File: config.mk
export PLATFORM = sky130hd
export DESIGN_NAME = icache_fill_ctrl
export DESIGN_NICKNAME = d
export VERILOG_FILES = /design/src/rtl/icache_pkg.sv /design/src/rtl/icache_line_buf.sv /design/src/rtl/icache_fill_ctrl.sv
export SDC_FILE = /design/constraint.sdc
export NUM_CORES = 1
export LEC_CHECK = 0
export BUFFER_PORTS_ARGS = -buffer_cell sky130_fd_sc_hd__buf_2
export CAP_MARGIN = 10
export CORE_AREA = 10 10 279 281
export CTS_CLUSTER_SIZE = 8
export DETAILED_ROUTE_END_ITERATION = 10
export DIE_AREA = 0 0 289 291
export PLACE_DENSITY = 0.5
export SETUP_SLACK_MARGIN = 0.5
export SYNTH_ARGS = -nofsm -noshare
export SYNTH_HDL_FRONTEND = slang
export SYNTH_SLANG_ARGS = --single-unit
File: constraint.sdc
create_clock -name clk -period 1.6 [get_ports clk]
set_input_delay 0.16 -clock clk [delete_from_list [all_inputs] [get_ports clk]]
set_output_delay 0.16 -clock clk [all_outputs]
set_load 0.005 [all_outputs]
File: src/rtl/icache_pkg.sv
// Shared widths, address field slicers and FSM state type for the
// instruction-cache fill controller.
package icache_pkg;

  localparam int TAG_W  = 24;
  localparam int IDX_W  = 3;
  localparam int WORD_W = 3;
  localparam int LINE_W = 256;
  localparam int BEAT_W = 64;
  localparam int NBEATS = LINE_W / BEAT_W;

  typedef enum logic [1:0] {
    IDLE  = 2'd0,
    TAG   = 2'd1,
    FILL  = 2'd2,
    WRITE = 2'd3
  } fill_state_t;

  function automatic logic [TAG_W-1:0] addr_tag(input logic [31:0] a);
    return a[31:8];
  endfunction

  function automatic logic [IDX_W-1:0] addr_idx(input logic [31:0] a);
    return a[7:5];
  endfunction

  function automatic logic [WORD_W-1:0] addr_word(input logic [31:0] a);
    return a[4:2];
  endfunction

endpackage

File: src/rtl/icache_line_buf.sv
// Beat counter and 4x64 assembly register for one cache-line burst.
module icache_line_buf
  import icache_pkg::*;
(
  input  logic              clk,
  input  logic              i_clear,
  input  logic              i_beat_vld,
  input  logic [BEAT_W-1:0] i_data,
  output logic [LINE_W-1:0] o_line,
  output logic              o_last
);

  logic [1:0]                         r_beat;
  logic [NBEATS-1:0][BEAT_W-1:0]      r_slot;

  // Slot 0 lands in line bits [63:0]; the counter wraps after the 4th beat.
  always_ff @(posedge clk) begin
    if (i_clear) begin
      r_beat <= '0;
      r_slot <= '0;
    end else if (i_beat_vld) begin
      r_slot[r_beat] <= i_data;
      r_beat         <= r_beat + 2'd1;
    end
  end

  assign o_line = r_slot;
  assign o_last = (r_beat == 2'd3);

endmodule

File: src/rtl/icache_fill_ctrl.sv
// Fetch/compare FSM and line-fill engine for the 8-set direct-mapped icache;
// sole writer of the tag, valid and data arrays.
module icache_fill_ctrl
  import icache_pkg::*;
(
  input  logic              clk,
  input  logic              rst,
  input  logic              mem_read,
  input  logic [31:0]       mem_address,
  output logic              mem_resp,
  output logic [31:0]       mem_rdata,
  output logic              pmem_read,
  output logic [31:0]       pmem_address,
  input  logic [BEAT_W-1:0] pmem_rdata,
  input  logic              pmem_resp,
  output logic [IDX_W-1:0]  arr_rindex,
  output logic [IDX_W-1:0]  arr_windex,
  input  logic [TAG_W-1:0]  tag_in,
  input  logic              valid_in,
  input  logic [LINE_W-1:0] line_in,
  output logic              arr_load,
  output logic [TAG_W-1:0]  tag_out,
  output logic              valid_out,
  output logic [LINE_W-1:0] line_out
);

  fill_state_t       r_state;
  fill_state_t       w_next;
  logic [31:0]       r_req_addr;
  logic              w_hit;
  logic              w_beat_vld;
  logic              w_last;
  logic [LINE_W-1:0] w_line;
  logic [7:0]        w_bit_off;
  logic              w_unused_lsb;

  assign w_hit      = valid_in && (tag_in == addr_tag(r_req_addr));
  assign w_beat_vld = (r_state == FILL) && pmem_resp;
  assign w_bit_off  = {addr_word(r_req_addr), 5'b0};

  always_comb begin
    w_next = r_state;
    case (r_state)
      IDLE:    if (mem_read) w_next = TAG;
      TAG:     w_next = w_hit ? IDLE : FILL;
      FILL:    if (w_beat_vld && w_last) w_next = WRITE;
      WRITE:   w_next = TAG;
      default: w_next = IDLE;
    endcase
  end

  always_ff @(posedge clk) begin
    if (rst) begin
      r_state    <= IDLE;
      r_req_addr <= '0;
    end else begin
      r_state <= w_next;
      if (r_state == IDLE && mem_read) r_req_addr <= mem_address;
    end
  end

  // Reset also clears the buffer so an abandoned burst restarts at beat 0.
  icache_line_buf u_line_buf (
    .clk        (clk),
    .i_clear    (rst),
    .i_beat_vld (w_beat_vld),
    .i_data     (pmem_rdata),
    .o_line     (w_line),
    .o_last     (w_last)
  );

  assign mem_resp     = (r_state == TAG) && w_hit;
  assign mem_rdata    = mem_resp ? line_in[w_bit_off +: 32] : '0;

  assign pmem_read    = (r_state == FILL);
  assign pmem_address = pmem_read ? {r_req_addr[31:5], 5'b0} : '0;

  assign arr_rindex   = addr_idx(r_req_addr);
  assign arr_windex   = addr_idx(r_req_addr);
  assign arr_load     = (r_state == WRITE);
  assign tag_out      = arr_load ? addr_tag(r_req_addr) : '0;
  assign valid_out    = 1'b1;
  assign line_out     = arr_load ? w_line : '0;

  assign w_unused_lsb = ^r_req_addr[1:0];

endmodule

==> metrics.csv, run 1 <==
metric,value,unit
status,"complete, but fails checks",
failing checks,negative setup slack,
MaxCap Viol Count,0,
top-count cell post-synth,nand2_1,
final count of pins violating max slew,0,
I/O Pins,735,
cts bufs inserted,42,
DIE AREA,84100,um2
Static Leakage,12.6,nW
Worst-path clk slew,0.06,ns
total gr overflow,0,
Mean Syn Cell Area,8.06,um2
Cell Pwr Density,629,nW/um2
Crit. End Element,output pin,
chip width,289,um
Final Hold Violating Endpoints,0,
share of synthesized registers carrying an async set or reset,0,%
largest net degree at the start of global routing,50,
RSZ-0062 raised after global routing,yes,
"slowest stage delay, CP",0.59,ns
WP data required,1.44,ns
row count,99,
Crit-path slowest cell,or4_4,
Max Clk Rate,379,MHz
vias per cell,4.69,
core area,72300,um2
GP Congestion,0.974,
clk buf depth,3,
Multi-input gate area,10500,um2
Setup TNS,-317.24,ns
First-pass DRT Iterations,6,
H-tree depth,2,
Post-synth EDFFs,0,
vias in the first global route,17653,
top post-synthesis cells by count,"nand2_1 (576), and2_1 (306), dfxtp_1 (290)",
TritonCTS clock tree,yes,
Worst Path Max Fanout,11,
Cells after Synth,1834,
fin worst setup slack,-1.04,ns
total track usage,21.4,%
period utilization,165,%
drt drc,0,
Syn Std Cell Area,14800,um2
WHS,0.0170,ns
arrival time worst endpoint,2.48,ns
number of synthesized register bits,290,
CP Class,register to output pin,
pre-CTS WS,-0.511,ns
PortBufs,726,
final setup vio count,605,
Worst-Skew Late Latency,0.57,ns
slew margin rel.,60.4,%
CTS root buf,clkbuf_16,
layout cells sized above 1,59.5,%
antenna violations before repair,23,
Layout Skew,0.0215,ns
Vias,18003,
synth warn,0,
post-DP HPWL,67.8,mm
ys flop type,dfxtp_1,
fillers,6966,
synth top area cells,"dfxtp_1 (39%), nand2_1 (15%), and2_1 (13%)",
"Cell Chain, Critical Path",xnor2_1 > nand4_1 > or4_4 > buf_12 > nor4_2 > buf_2,
Final nets,3245,
CTS sink cnt,290,
hold crit path type,input pin to register,
Worst Tran Pin Value,0.594,ns
WL per Instance,27.1,um
ANT nets after route,0,
area delta synth->final,106,%
largest vdd supply drop,0.857,mV
starting DRC count in detailed routing,1148,
top cell type by total area after synthesis,dfxtp_1,
Yosys cell types,36,
Starting Density,20.4,%
post-synth top area share,39.3,%
chip height,291,um
minimum clock period after layout,2.64,ns
"Seq/Total Area, Yosys",39.3,%
Reg area,5830,um2
WL final,104,mm
Setup crit start kind,register,
first-pass GRT wire length,132,mm
## placed cells by master (no fill, tap or decap), types with 6 or more instances in the layout
| master | n |
|---|---|
| a21oi_1 | 205 |
| a21oi_2 | 81 |
| and2_4 | 306 |
| buf_12 | 89 |
| buf_16 | 49 |
| buf_2 | 415 |
| buf_4 | 98 |
| buf_6 | 347 |
| buf_8 | 18 |
| clkbuf_16 | 68 |
| conb_1 | 6 |
| dfxtp_1 | 277 |
| dfxtp_2 | 9 |
| diode_2 | 16 |
| dlygate4sd3_1 | 94 |
| ha_1 | 6 |
| mux2i_1 | 33 |
| mux4_2 | 64 |
| nand2_1 | 490 |
| nand2_4 | 81 |
| nor4_4 | 30 |
| xnor2_1 | 7 |
| xnor2_2 | 7 |
| xor2_1 | 9 |
## where the power goes
group          total (W)  internal [W]  switching [W]
logic            0.00360       0.00182        0.00179
registers        0.00741       0.00733      0.0000832
clock network    0.00817       0.00472        0.00345
total             0.0192        0.0139        0.00532
## flip-flops by register name, indices dropped and copies added, names as in the netlist
register,cells
u_line_buf.r_beat,2
r_state,2
r_req_addr,30
u_line_buf.o_line,256
## logic make-up after synthesis
group | after synthesis | synth area share, %
AO/OA/AOI/OAI | 291 | 9.92
other | 2 | 0.0508
multiplexers | 97 | 12.0
XOR/XNOR | 25 | 1.48
AND/OR/NAND/NOR | 950 | 31.6
flip-flops | 290 | 39.3
adder cells (fa/ha/maj) | 8 | 0.677
buffers and inverters | 171 | 4.99
## what timing repair did
action | 4_1_cts | 5_1_grt
pin swaps | 213 | 192
hold buffers | 94 | 0
cloned | 47 | 33
endpoints found under the setup margin | 638 | 638
resized for setup | 610 | 425
buffers inserted | 47 | 30
hold endpoints to repair | 284 | 0
## critical path, delay by kind of cell (launching register included)
kind	cells	cell delay (ns)
simple gates	3	0.98
flops	1	0.38
buf+inv	2	0.37
xor+xnor	1	0.17
## worst paths after layout
kind,start,to,slack (ns),cells after the start
setup / recovery,r_req_addr[9],mem_rdata[0],-1.04,6
hold / removal,rst,r_req_addr[14],0.02,2
setup reg to reg,r_state[1],u_line_buf.o_line[35],-0.58,14
hold reg to reg,u_line_buf.o_line[181],u_line_buf.o_line[181],0.45,2
## cell type report
class                           instances  share of cell area, %
Antenna cell                           16                  0.131
Timing Repair Buffer                 1139                   38.7
Sequential cell                       290                   19.1
Multi-Input combinational cell       1378                   34.3
Clock buffer                           48                   3.55
Inverter                                5                 0.0739
Tap cell                              959                   3.94
Clock inverter                          2                  0.119
## per-layer routing
layer / GRT usage, % / up-vias / routed length (um)
met3: 5.09 / 215 / 8840
met5: 0 / - / 13
met2: 36.3 / 884 / 50000
met4: 8.27 / 2 / 4680
met1: 25.5 / 8778 / 40400
li1: - / 8124 / -
## stage by stage
step	total power (W)	area, um2	utilization, %	cells
after global routing	0.0199	30500	42.1	3834
after detailed placement	0.0103	21200	29.3	3520
after floorplan	0.00879	15600	-	1838
after global placement	0.0103	21200	29.3	3520
final	0.0192	30500	42.2	3837
after CTS	0.0192	27700	38.2	3758
(Power assumes the default switching activity.)
==> run 2: changes to the inputs <==
--- a/config.mk
+++ b/config.mk
@@ -6,12 +6,13 @@
 export NUM_CORES = 1
 export LEC_CHECK = 0
 export BUFFER_PORTS_ARGS = -buffer_cell sky130_fd_sc_hd__buf_2
-export CAP_MARGIN = 10
+export CAP_MARGIN = 0
 export CORE_AREA = 10 10 279 281
 export CTS_CLUSTER_SIZE = 8
 export DETAILED_ROUTE_END_ITERATION = 10
 export DIE_AREA = 0 0 289 291
-export PLACE_DENSITY = 0.5
+export MAX_ROUTING_LAYER = met4
+export PLACE_DENSITY = 0.48
 export SETUP_SLACK_MARGIN = 0.5
 export SYNTH_ARGS = -nofsm -noshare
 export SYNTH_HDL_FRONTEND = slang
==> constraint.sdc (replaced) <==
create_clock -name clk -period 3.38 [get_ports clk]
set_input_delay 0.338 -clock clk [delete_from_list [all_inputs] [get_ports clk]]
set_output_delay 0.338 -clock clk [all_outputs]
set_load 0.005 [all_outputs]
==> metrics.csv, run 2 (synthesis results as in run 1) <==
metric,value,unit,change
Vias,15503,,-14%
post-DP HPWL,66.5,mm,-2.0%
minimum clock period after layout,2.86,ns,
Final nets,2896,,-11%
design area,21100,um2,-31%
row count,99,,unchanged
total gr overflow,0,,unchanged
chip height,291,um,unchanged
total track usage,19.7,%,-1.7 points
cts bufs inserted,42,,unchanged
Setup crit start kind,register,,
arrival time worst endpoint,2.53,ns,+0.05 ns
CP Class,register to output pin,,
worst r2r src,r_state[1],,
MaxCap Viol Count,0,,unchanged
first-pass GRT wire length,117,mm,-11%
Int Pwr,0.00618,W,-55%
hold crit path type,input pin to register,,
Worst-Skew Late Latency,0.54,ns,-0.03 ns
RSZ-0062 raised after global routing,yes,,
largest vdd supply drop,0.281,mV,-67%
clk buf depth,3,,unchanged
CTS root buf,clkbuf_16,,
period utilization,84.7,%,
Cell Pwr Density,397,nW/um2,-37%
FF-to-FF setup slack,1.09,ns,+1.67 ns
M3 GR Usage,4.50,%,-0.58 points
core area,72300,um2,unchanged
met1 Use GR,19.0,%,-6.5 points
Worst-path clk slew,0.05,ns,about the same
WL final,86.8,mm,-16%
fillers,7984,,+15%
max reg flops,256,,unchanged
starting DRC count in detailed routing,795,,-31%
TritonCTS clock tree,yes,,
logic gate share of total power,13.0,%,-5.8 points
Setup TNS,0,ns,+317.24 ns
Worst Tran Pin Value,1.07,ns,+0.478 ns
placed cell areas,19400,um2,-8.3%
"slowest stage delay, CP",0.68,ns,+0.09 ns
slew margin rel.,28.4,%,-32 points
Sw Ratio,26.4,%,-1.4 points
WP data required,3.04,ns,+1.60 ns
hold path cells,3,,+1
final setup vio count,0,,-100%
"Cell Chain, Critical Path",xnor2_4 > nand4_1 > or4_4 > clkbuf_16 > nor4_2 > buf_2,,
drt drc,0,,unchanged
antenna violations before repair,43,,+87%
"commonest cells after routing, fill and taps aside","buf_2 (725), nand2_1 (576), and2_1 (306)",,
largest net degree at the start of global routing,118,,+140%
Clock Power Share,44.8,%,+2.2 points
met2 usage,36.6,%,+0.26 points
most used routing layer,met2,,
layout cells sized above 1,37.9,%,-22 points
status,finished clean,,
reg-to-reg critical path endpoint,u_line_buf.o_line[180],,
FF-to-FF path depth,6,,-8
Crit. End Element,output pin,,
GP Congestion,0.952,,-2.2%
crit path from,r_req_addr[16],,
Max Clk Rate,349,MHz,
vias in the first global route,15536,,-12%
Static Leakage,8.97,nW,-29%
First-pass DRT Iterations,5,,-1
area delta synth->final,42.9,%,
Power Total,0.00840,W,-56%
ANT nets after route,0,,unchanged
Final Hold Violating Endpoints,0,,unchanged
chip width,289,um,unchanged
H-tree depth,2,,unchanged
"most common cell after layout, fill and taps aside",buf_2,,
WL per Instance,24.9,um,-8.1%
vias per cell,4.44,,-5.3%
Layout Skew,0.0190,ns,-0.00247 ns
Crit-path slowest cell,or4_4,,
final count of pins violating max slew,0,,unchanged
Worst Path Max Fanout,8,,-3
CP endpoint,mem_rdata[23],,
I/O Pins,735,,unchanged
Reg power frac,42.1,%,+3.5 points
Starting Density,20.4,%,unchanged
PortBufs,726,,unchanged
DIE AREA,84100,um2,unchanged
CTS sink cnt,290,,unchanged
Sw Pwr,0.00221,W,-58%
==> run 2: cell count changes in the layout (fill, tap and decap cells not counted), moves of 82 or more <==
cell / delta
and2_1: +304
and2_4: -306
buf_2: +310
buf_6: -346
a21oi_1: +82
nand2_1: +86
==> run 2: area by class of cell <==
class	instances	area, um2	area share (%)
Tap cell	959	1200	5.68
Sequential cell	290	5830	27.6
Clock inverter	4	38.8	0.184
Multi-Input combinational cell	1377	8470	40.1
Timing Repair Buffer	791	4460	21.1
Antenna cell	19	47.5	0.225
Clock buffer	45	1070	5.07
Inverter	5	18.8	0.0888
==> run 2: power groups by stage <==
stage	Combinational [W]	Clock [W]	Sequential, W
after floorplan	0.000530	0	0.00356
after global placement	0.00104	0	0.00361
after detailed placement	0.00103	0	0.00361
after CTS	0.00110	0.00388	0.00353
after global routing	0.00117	0.00401	0.00354
final	0.00110	0.00376	0.00354
==> run 2: worst min path at each step <==
stage | slack, ns | endpoint | startpoint
after floorplan | 0.43 | u_line_buf.o_line[0] | u_line_buf.o_line[0]
after global placement | 0.44 | u_line_buf.o_line[148] | u_line_buf.o_line[148]
after detailed placement | 0.44 | u_line_buf.o_line[170] | u_line_buf.o_line[170]
after CTS | 0.00001 | r_req_addr[15] | mem_address[15]
after global routing | 0.03 | r_req_addr[15] | mem_address[15]
final | 0.04 | r_req_addr[15] | mem_address[15]
==> run 2: through the flow <==
step | instances | util (%) | setup WS, ns | hold WS, ns
after global routing | 3489 | 29.2 | 0.438 | 0.0273
after floorplan | 1838 | - | 1.41 | 0.432
after detailed placement | 3396 | 26.9 | 0.635 | 0.442
after CTS | 3467 | 28.9 | 0.496 | 0.00000971
final | 3490 | 29.2 | 0.516 | 0.0438
after global placement | 3396 | 26.9 | 0.642 | 0.438
==> run 2: worst max-delay path, delay by kind of cell (launching register included) <==
family	cells	cell delay [ns]
and+or+nand+nor	3	1.00
xor gates and xnor gates	1	0.21
buffers and inverters	2	0.40
DFF	1	0.36
==> run 2: layer usage <==
layer / routed length [um] / part of all wire [%]
met1: 29600 / 34
met2: 47300 / 54
met3: 5980 / 6.9
met4: 3940 / 4.5
met5: 0 / 0
==> run 2: repair_timing <==
action / 4_1_cts / 5_1_grt
hold endpoints to repair: 17 / 0
endpoints found under the setup margin: 33 / 32
gates resized for setup: 17 / 16
buffers inserted: 3 / 1
cloned: 2 / 3
pin swaps: 3 / 11
hold buffers: 17 / 0
